File: src/rtl/branch_predictor_pkg.sv
// Shared constants for the dynamic branch predictor.
// Default table/counter sizes, counter reset value, BRANCH opcode.
package branch_predictor_pkg;

  localparam int DEF_INDEX_BITS = 6;
  localparam int DEF_CTR_WIDTH  = 2;
  localparam int DEF_PC_WIDTH   = 32;
  localparam int DEF_STAT_WIDTH = 32;

  localparam logic [6:0] OPC_BRANCH = 7'h63;

  // Weakly not-taken: 2^(w-1)-1
  function automatic int ctr_rst_val(input int w);
    return (1 << (w - 1)) - 1;
  endfunction

endpackage

File: src/rtl/branch_predictor_sat_counter.sv
// Saturating up/down next-value logic for one predictor counter.
// Clamps at all-ones going up and at zero going down.
import branch_predictor_pkg::*;

module bp_sat_counter #(
  parameter int W = DEF_CTR_WIDTH
) (
  input  logic [W-1:0] cur,
  input  logic         up,
  output logic [W-1:0] nxt
);

  always_comb begin
    nxt = cur;
    if (up && (cur != '1)) begin
      nxt = cur + W'(1);
    end else if (!up && (cur != '0)) begin
      nxt = cur - W'(1);
    end
  end

endmodule

File: src/rtl/branch_predictor.sv
// Dynamic branch predictor: counter table, FD->X carry, training, stats.
// Define BP_GSHARE_EN for gshare indexing (global history XOR PC bits).
import branch_predictor_pkg::*;

module branch_predictor #(
  parameter int PC_WIDTH   = DEF_PC_WIDTH,
  parameter int INDEX_BITS = DEF_INDEX_BITS,
  parameter int CTR_WIDTH  = DEF_CTR_WIDTH,
  parameter int STAT_WIDTH = DEF_STAT_WIDTH
) (
  input  logic                  clk,
  input  logic                  rst_n,
  input  logic                  stall,
  input  logic                  guess_valid,
  input  logic [PC_WIDTH-1:0]   guess_pc,
  output logic                  guess_taken,
  input  logic                  check_valid,
  input  logic                  check_taken,
  output logic                  mispredict,
  output logic [STAT_WIDTH-1:0] br_count,
  output logic [STAT_WIDTH-1:0] mispred_count
);

  localparam int ENTRIES = 1 << INDEX_BITS;
  localparam logic [CTR_WIDTH-1:0] CTR_RST =
    CTR_WIDTH'(ctr_rst_val(CTR_WIDTH));

  logic [CTR_WIDTH-1:0]  ctr [ENTRIES];
  logic [CTR_WIDTH-1:0]  ctr_nxt;
  logic [INDEX_BITS-1:0] idx;
  logic [INDEX_BITS-1:0] idx_q;
  logic                  pred_q;
  logic                  train;

`ifdef BP_GSHARE_EN
  logic [INDEX_BITS-1:0] ghr;
  logic [INDEX_BITS-1:0] ghr_q;
  logic                  unused;

  assign idx = guess_pc[INDEX_BITS+1:2] ^ ghr;
  assign unused = ^{guess_pc[PC_WIDTH-1:INDEX_BITS+2],
                    guess_pc[1:0], ghr_q};

  // History advances at resolution only, never speculatively
  always_ff @(posedge clk or negedge rst_n) begin
    if (!rst_n) begin
      ghr   <= '0;
      ghr_q <= '0;
    end else begin
      if (!stall) ghr_q <= ghr;
      if (train) ghr <= {ghr[INDEX_BITS-2:0], check_taken};
    end
  end
`else
  logic unused;

  assign idx = guess_pc[INDEX_BITS+1:2];
  assign unused = ^{guess_pc[PC_WIDTH-1:INDEX_BITS+2],
                    guess_pc[1:0]};
`endif

  assign guess_taken = guess_valid & ctr[idx][CTR_WIDTH-1];
  assign mispredict  = check_valid & (check_taken != pred_q);
  assign train       = check_valid & ~stall;

  bp_sat_counter #(.W(CTR_WIDTH)) u_sat (
    .cur (ctr[idx_q]),
    .up  (check_taken),
    .nxt (ctr_nxt)
  );

  always_ff @(posedge clk or negedge rst_n) begin
    if (!rst_n) begin
      idx_q  <= '0;
      pred_q <= 1'b0;
    end else if (!stall) begin
      idx_q  <= idx;
      pred_q <= guess_taken;
    end
  end

  always_ff @(posedge clk or negedge rst_n) begin
    if (!rst_n) begin
      for (int i = 0; i < ENTRIES; i++) ctr[i] <= CTR_RST;
    end else if (train) begin
      ctr[idx_q] <= ctr_nxt;
    end
  end

  always_ff @(posedge clk or negedge rst_n) begin
    if (!rst_n) begin
      br_count      <= '0;
      mispred_count <= '0;
    end else if (train) begin
      br_count <= br_count + STAT_WIDTH'(1);
      if (mispredict) mispred_count <= mispred_count + STAT_WIDTH'(1);
    end
  end

endmodule

File: config.mk
export PLATFORM = sky130hd
export DESIGN_NAME = branch_predictor
export DESIGN_NICKNAME = d
export VERILOG_FILES = /design/src/rtl/branch_predictor_pkg.sv /design/src/rtl/branch_predictor_sat_counter.sv /design/src/rtl/branch_predictor.sv
export SDC_FILE = /design/constraint.sdc
export NUM_CORES = 1
export LEC_CHECK = 0
export ABC_AREA = 1
export BUFFER_PORTS_ARGS = -buffer_cell sky130_fd_sc_hd__buf_2
export CAP_MARGIN = 20
export CORE_MARGIN = 2
export CORE_UTILIZATION = 24
export CTS_CLUSTER_DIAMETER = 60
export DETAILED_ROUTE_END_ITERATION = 10
export PLACE_DENSITY = 0.46
export SETUP_SLACK_MARGIN = 0.02
export SKIP_CTS_REPAIR_TIMING = 1
export SYNTH_ARGS = -nofsm -noshare
export SYNTH_HDL_FRONTEND = slang
export SYNTH_SLANG_ARGS = --single-unit
File: constraint.sdc
create_clock -name clk -period 4 [get_ports clk]
set_input_delay 0.2 -clock clk [delete_from_list [all_inputs] [get_ports clk]]
set_output_delay 0.2 -clock clk [all_outputs]
set_load 0.01 [all_outputs]
-- Word-level counts from Yosys, hierarchy flattened
Index checks and enable logic that the tools add are counted.
- bits in writable memories: 0
- bits in read-only memories: 0
- input bits: 38
- output and inout bits: 66
- memories kept: 0
- bits in latches: 0
- bits in registers: 199
- bitwise logic cells: 6
- multiplexer cells: 11
- divide/modulo/power cells: 0
- add/sub/neg operators: 4
- reductions and logical operators: 6
- eq/ne operators: 2
- multipliers: 0
- order comparisons: 3
- shift-type cells: 0
- operator list (operator ; count):
    bitwise mux 128 bit ; 1
    adder 32 x 1 -> 32 bit, second input constant ; 2
    binary-select mux 2 bit (select 6 bit) ; 2
    >= comparator 7 bit, second input constant ; 2
    two-way mux 2 bit ; 7
    inverter 6 -> 7 bit ; 2
    demux 2 bit (select 6 bit) ; 1
    less-than comparator 7 x 1 -> 1 bit, second input constant ; 1
    bitwise AND 1 bit ; 3
    logical AND 1 bit ; 3
    adder 2 x 1 -> 2 bit, second input constant ; 1
    != test 2 bit, second input constant ; 1
    AND reduction 2 bit ; 1
    nonzero test 2 bit ; 1
    subtractor 2 x 1 -> 2 bit, second input constant ; 1
    zero test 1 bit ; 1
    != test 1 bit ; 1
    inverter 1 bit ; 1

-- Logic depth before layout (Yosys ltp)
- depth in word-level cells: 9
- gate-level depth with buffers: 21
- mapped depth without buffers: 19

-- Modules after synthesis
A second synthesis with hierarchy kept.
- cell total of the unflattened synthesis: 1246
- area total of the unflattened synthesis: 10149.7 um2
- modules (own cells, without submodules) (module ; area an instance (um2) ; times used ; seq. area each (um2) ; cells each):
    branch_predictor ; 10065.9 ; 1 ; 5059.9 ; 1229
    bp_sat_counter ; 83.8 ; 1 ; 0.0 ; 17

-- Worst setup path before layout
No wires, ideal clock.
- path kind: flip-flop to flip-flop
- from: register idx_q[0]
- to: register ctr[20] (netlist bit)
- stages on the path, launching flop included: 20
- library setup time: 0.060 ns
- arrival time: 2.258 ns
- setup slack: 1.682 ns
- path buffers: 3
- cell sequence: dfrtp_1 -> buf_4 -> buf_4 -> nand2_1 -> nand2_1 -> nand2_1 -> nand2_1 -> nand2_1 -> nand2_1 -> nand2_1 -> nand2_1 -> nor2_1 -> nand2_1 -> ha_1 -> nor2_1 -> nor2_1 -> nand3_1 -> buf_2 -> nand3_1 -> nand2_1
- longest elaborated chain between the ends: 9
- elaborated cells between the ends (all ways): 18
- classes of those cells: add/sub: 2; order compare: 2; eq/ne: 1; mux: 8; bitwise: 1; reduce/logical: 4
- RTL lines (what ; line ; text):
    from (decl) ; branch_predictor.sv:31 ; logic [INDEX_BITS-1:0] idx_q;
    from (signal assigned) ; branch_predictor.sv:77 ; idx_q <= idx;
    inverter 6 -> 7 bit (implied by the code) (*) ; branch_predictor.sv:67, branch_predictor.sv:86 ;
    parallel branches: the longest is 7 deep, another holds subtractor 2 x 1 -> 2 bit ; - ;
    bitwise mux 128 bit (*) ; branch_predictor.sv:86 ; ctr[idx_q] <= ctr_nxt;
    to (signal, indexed assignment) ; branch_predictor.sv:86 ;
    to (decl) ; branch_predictor.sv:28 ; logic [CTR_WIDTH-1:0] ctr [ENTRIES];
Mark *: on every way between the ends. The select of a mux whose other input is x is not followed.
A chain may end at the register's enable or synchronous reset.

-- Worst setup path after layout
- from: register idx_q[1]
- to: register ctr[28] (netlist bit)
Same word-level chain as after synthesis.

==> flow_summary.ini <==
[run]
drv_cap = 0

[timing]
timing.final.crit_share_pct = 85.63
hold_slack_ps = 46.36
fin_skew_ps = 11.19
worst_pin_slew_ps = 873.8
setup_viol = 0
hold_viol_final = 0
rsz0062_at_grt = false
drv_slew = 0
max_slew_margin_pct = 41.74
period_needed_ps = 3425
setup_tns_ps = 0
fmax_mhz = 291.9

[yosys]
yosys.area_share.adder_pct = 0.4374
synth_edf_count = 0
ys_warn_count = 0
yosysTopAreaCellShare_pct = 29.52
synth_compound_area_share_pct = 1.575
synth_cell_types = 31
async_flop_share_pct = 100.0
synth_flop_cell = dfrtp_1
ys_seq_elements = 199
synth_top_family_by_area = simple AND/OR/NAND/NOR gates
synth_nets = 1704
yosysTopAreaCell = dfrtp_1
synthCells = 1662
synth_area_um2 = 11440
muxShareOfSynthArea_pct = 0
syn_avg_cell_area_um2 = 6.885
synth_xor_area_share_pct = 4.593
synth_simple_gate_area_share_pct = 40.66
yosysSeqAreaShare_pct = 44.22
synthTopCellsByArea = dfrtp_1 (30%), nand2_1 (23%), dfstp_2 (15%)

[die]
initial_utilization_pct = 24.12
die_h_um = 222.4
coreArea_um2 = 47450
num_rows = 80
dieArea_um2 = 49440
io_pins = 104
fp.dieW_um = 222.4

[detailed_routing]
routedWlPerCell_um = 16.28
highest_layer = met4
wl_met1_um = 17760
drc_errors = 0
route.antenna.remaining_nets = 0
drt_iter0_markers = 753
vias = 10594
met2WireLength_um = 17730
wirelength_um = 38170
first_pass_iters = 5
wl_met3_um = 2115
vias_per_cell = 4.518

[power]
power_leakage_nw = 6.537
intPower_w = 0.003983
comb_power_share_pct = 22.9
power_frac_clock_pct = 32.5
sequentialPowerShare_pct = 44.6
peakVddDrop_uv = 289.3
power.switching_w = 0.002042
fin_total_pwr_w = 0.006026
switching_share_pct = 33.90
power_density_nw_per_um2 = 455.4

[worst_setup_path]
critPathKind = register to register
arrival_ps = 3820
startpoint_type = register
reg2reg_depth = 16
worstPathRequired_ps = 4390
critPathMaxFanout = 30
crit_path_end_kind = register

[finish]
post-route-util_pct = 27.88
diodes = 0
fin_nets = 1759
area_growth_pct = 15.63
drive_gt1_share_pct = 12.37
design_area_um2 = 13230

[min_path]
holdCritPathClass = input port to register
hold_depth = 3

[global_routing]
grt_antenna_before_repair = 0
grt_overflow = 0
grt_pass1_vias = 10583
grtUsageTotal_pct = 15.82
grt_max_degree = 95
grt_pass1_wl_um = 60380

[placed_design]
port_buffers = 77
place.gp.congestion = 0.8110
dp_hpwl_um = 24640
postPlaceCellArea_um2 = 12570

[cts]
htreeDepth = 4
clockBufferDepth = 2
clk_latency_ps = 470
root_buffer = clkbuf_16
cts_tree = built
path_clk_slew_ps = 80
cts_buffers = 17
cts_sinks = 199

[status]
status = finished clean
[through the flow]
step / setup slack (ps) / instances
floorplan: 1682 / 1662
global placement: 656.5 / 2312
detailed placement: 583.0 / 2312
CTS: 558.7 / 2344
global route: 227.0 / 2345
finish: 574.8 / 2345
[kinds of logic after synthesis]
kind of cell,count (synthesis)
AO/OA/AOI/OAI,35
AND/OR/NAND/NOR,1124
adder cells (fa/ha/maj),4
flip-flops,199
buffers and inverters,240
XOR/XNOR,60
[layout make-up]
| class | count | area (µm²) |
|---|---|---|
| Tap cell | 615 | 769.5 |
| Timing Repair Buffer | 98 | 666.9 |
| Inverter | 178 | 668.1 |
| Multi-Input combinational cell | 1223 | 5415 |
| Clock buffer | 17 | 425.4 |
| Fill cell | 5255 | 34220 |
| Clock inverter | 15 | 224.0 |
| Sequential cell | 199 | 5061 |
[layer usage]
metal / GRT usage (%) / vias to the layer above
met5: 0 / -
met4: 4.005 / 0
met3: 3.703 / 34
met2: 25.79 / 243
met1: 21.10 / 5068
li1: - / 5249
[state kept, by name, indices dropped and copies added (netlist names)]
name / cells
br_count: 32
idx_q: 6
pred_q: 1
mispred_count: 32
ctr: 128
[synthesized netlist by cell type, drive strengths merged, types with 2 or more instances]
library cell	count
nor3	49
nor2	118
nand3	208
clkinv	2
nand4	18
buf	40
o21ai	20
or2	5
a21oi	13
inv	176
nand2	719
dfstp	64
nor4	5
ha	4
xor2	36
dfrtp	135
clkbuf	22
xnor2	24
[final timing paths]
path | from | to | slack [ps]
setup / recovery | idx_q[1] | ctr[28] | 570
hold / removal | guess_pc[7] | idx_q[5] | 50
setup reg to reg | idx_q[1] | ctr[28] | 570
hold reg to reg | mispred_count[31] | mispred_count[31] | 460
max in group asynchronous | rst_n | ctr[82] | 2670
min in group asynchronous | rst_n | ctr[1] | 340
[power by group through the flow]
stage	clock (W)	combinational, W	sequential (W)
3_5_place_dp	0	0.00138	0.00272
3_3_place_gp	0	0.00137	0.00272
2_1_floorplan	0	0.000873	0.00267
6_report	0.00196	0.00138	0.00269
5_1_grt	0.00211	0.00156	0.00273
4_1_cts	0.00203	0.00139	0.00269
[worst max-delay path, cell delays in order, from the launching register on]
cell,delay [ps]
dfrtp_1,400
inv_2,440
nor2_1,270
o211ai_1,160
nand2_1,80
o21ai_0,210
nand2_1,110
nor2_1,90
nand2_1,150
inv_1,90
ha_1,130
nor2_1,70
nor2_1,190
nand3_2,420
buf_12,350
nand3_1,110
nand2_1,60
[layout by cell type (no fill, tap or decap), types with 2 or more instances in the layout]
cell and count:
nand4_1 17, inv_1 172, a21oi_1 13, clkbuf_16 17
xor2_1 36, or2_2 3, nor2_1 114, nor2_2 4
xnor2_1 24, clkinv_1 2, buf_4 11, bufinv_16 5
dfrtp_1 134, clkinv_4 2, clkinv_2 3, ha_1 4
nand2_2 5, buf_2 76, inv_6 3, or2_1 2
clkinvlp_4 2, dfstp_2 64, o21ai_0 11, nand3_1 207
nand2_1 714, inv_2 4, nor3_1 47, nor3_2 2
o21ai_1 9, nor4_1 5, buf_12 9
Note: power is estimated with default switching activity, not from simulation.
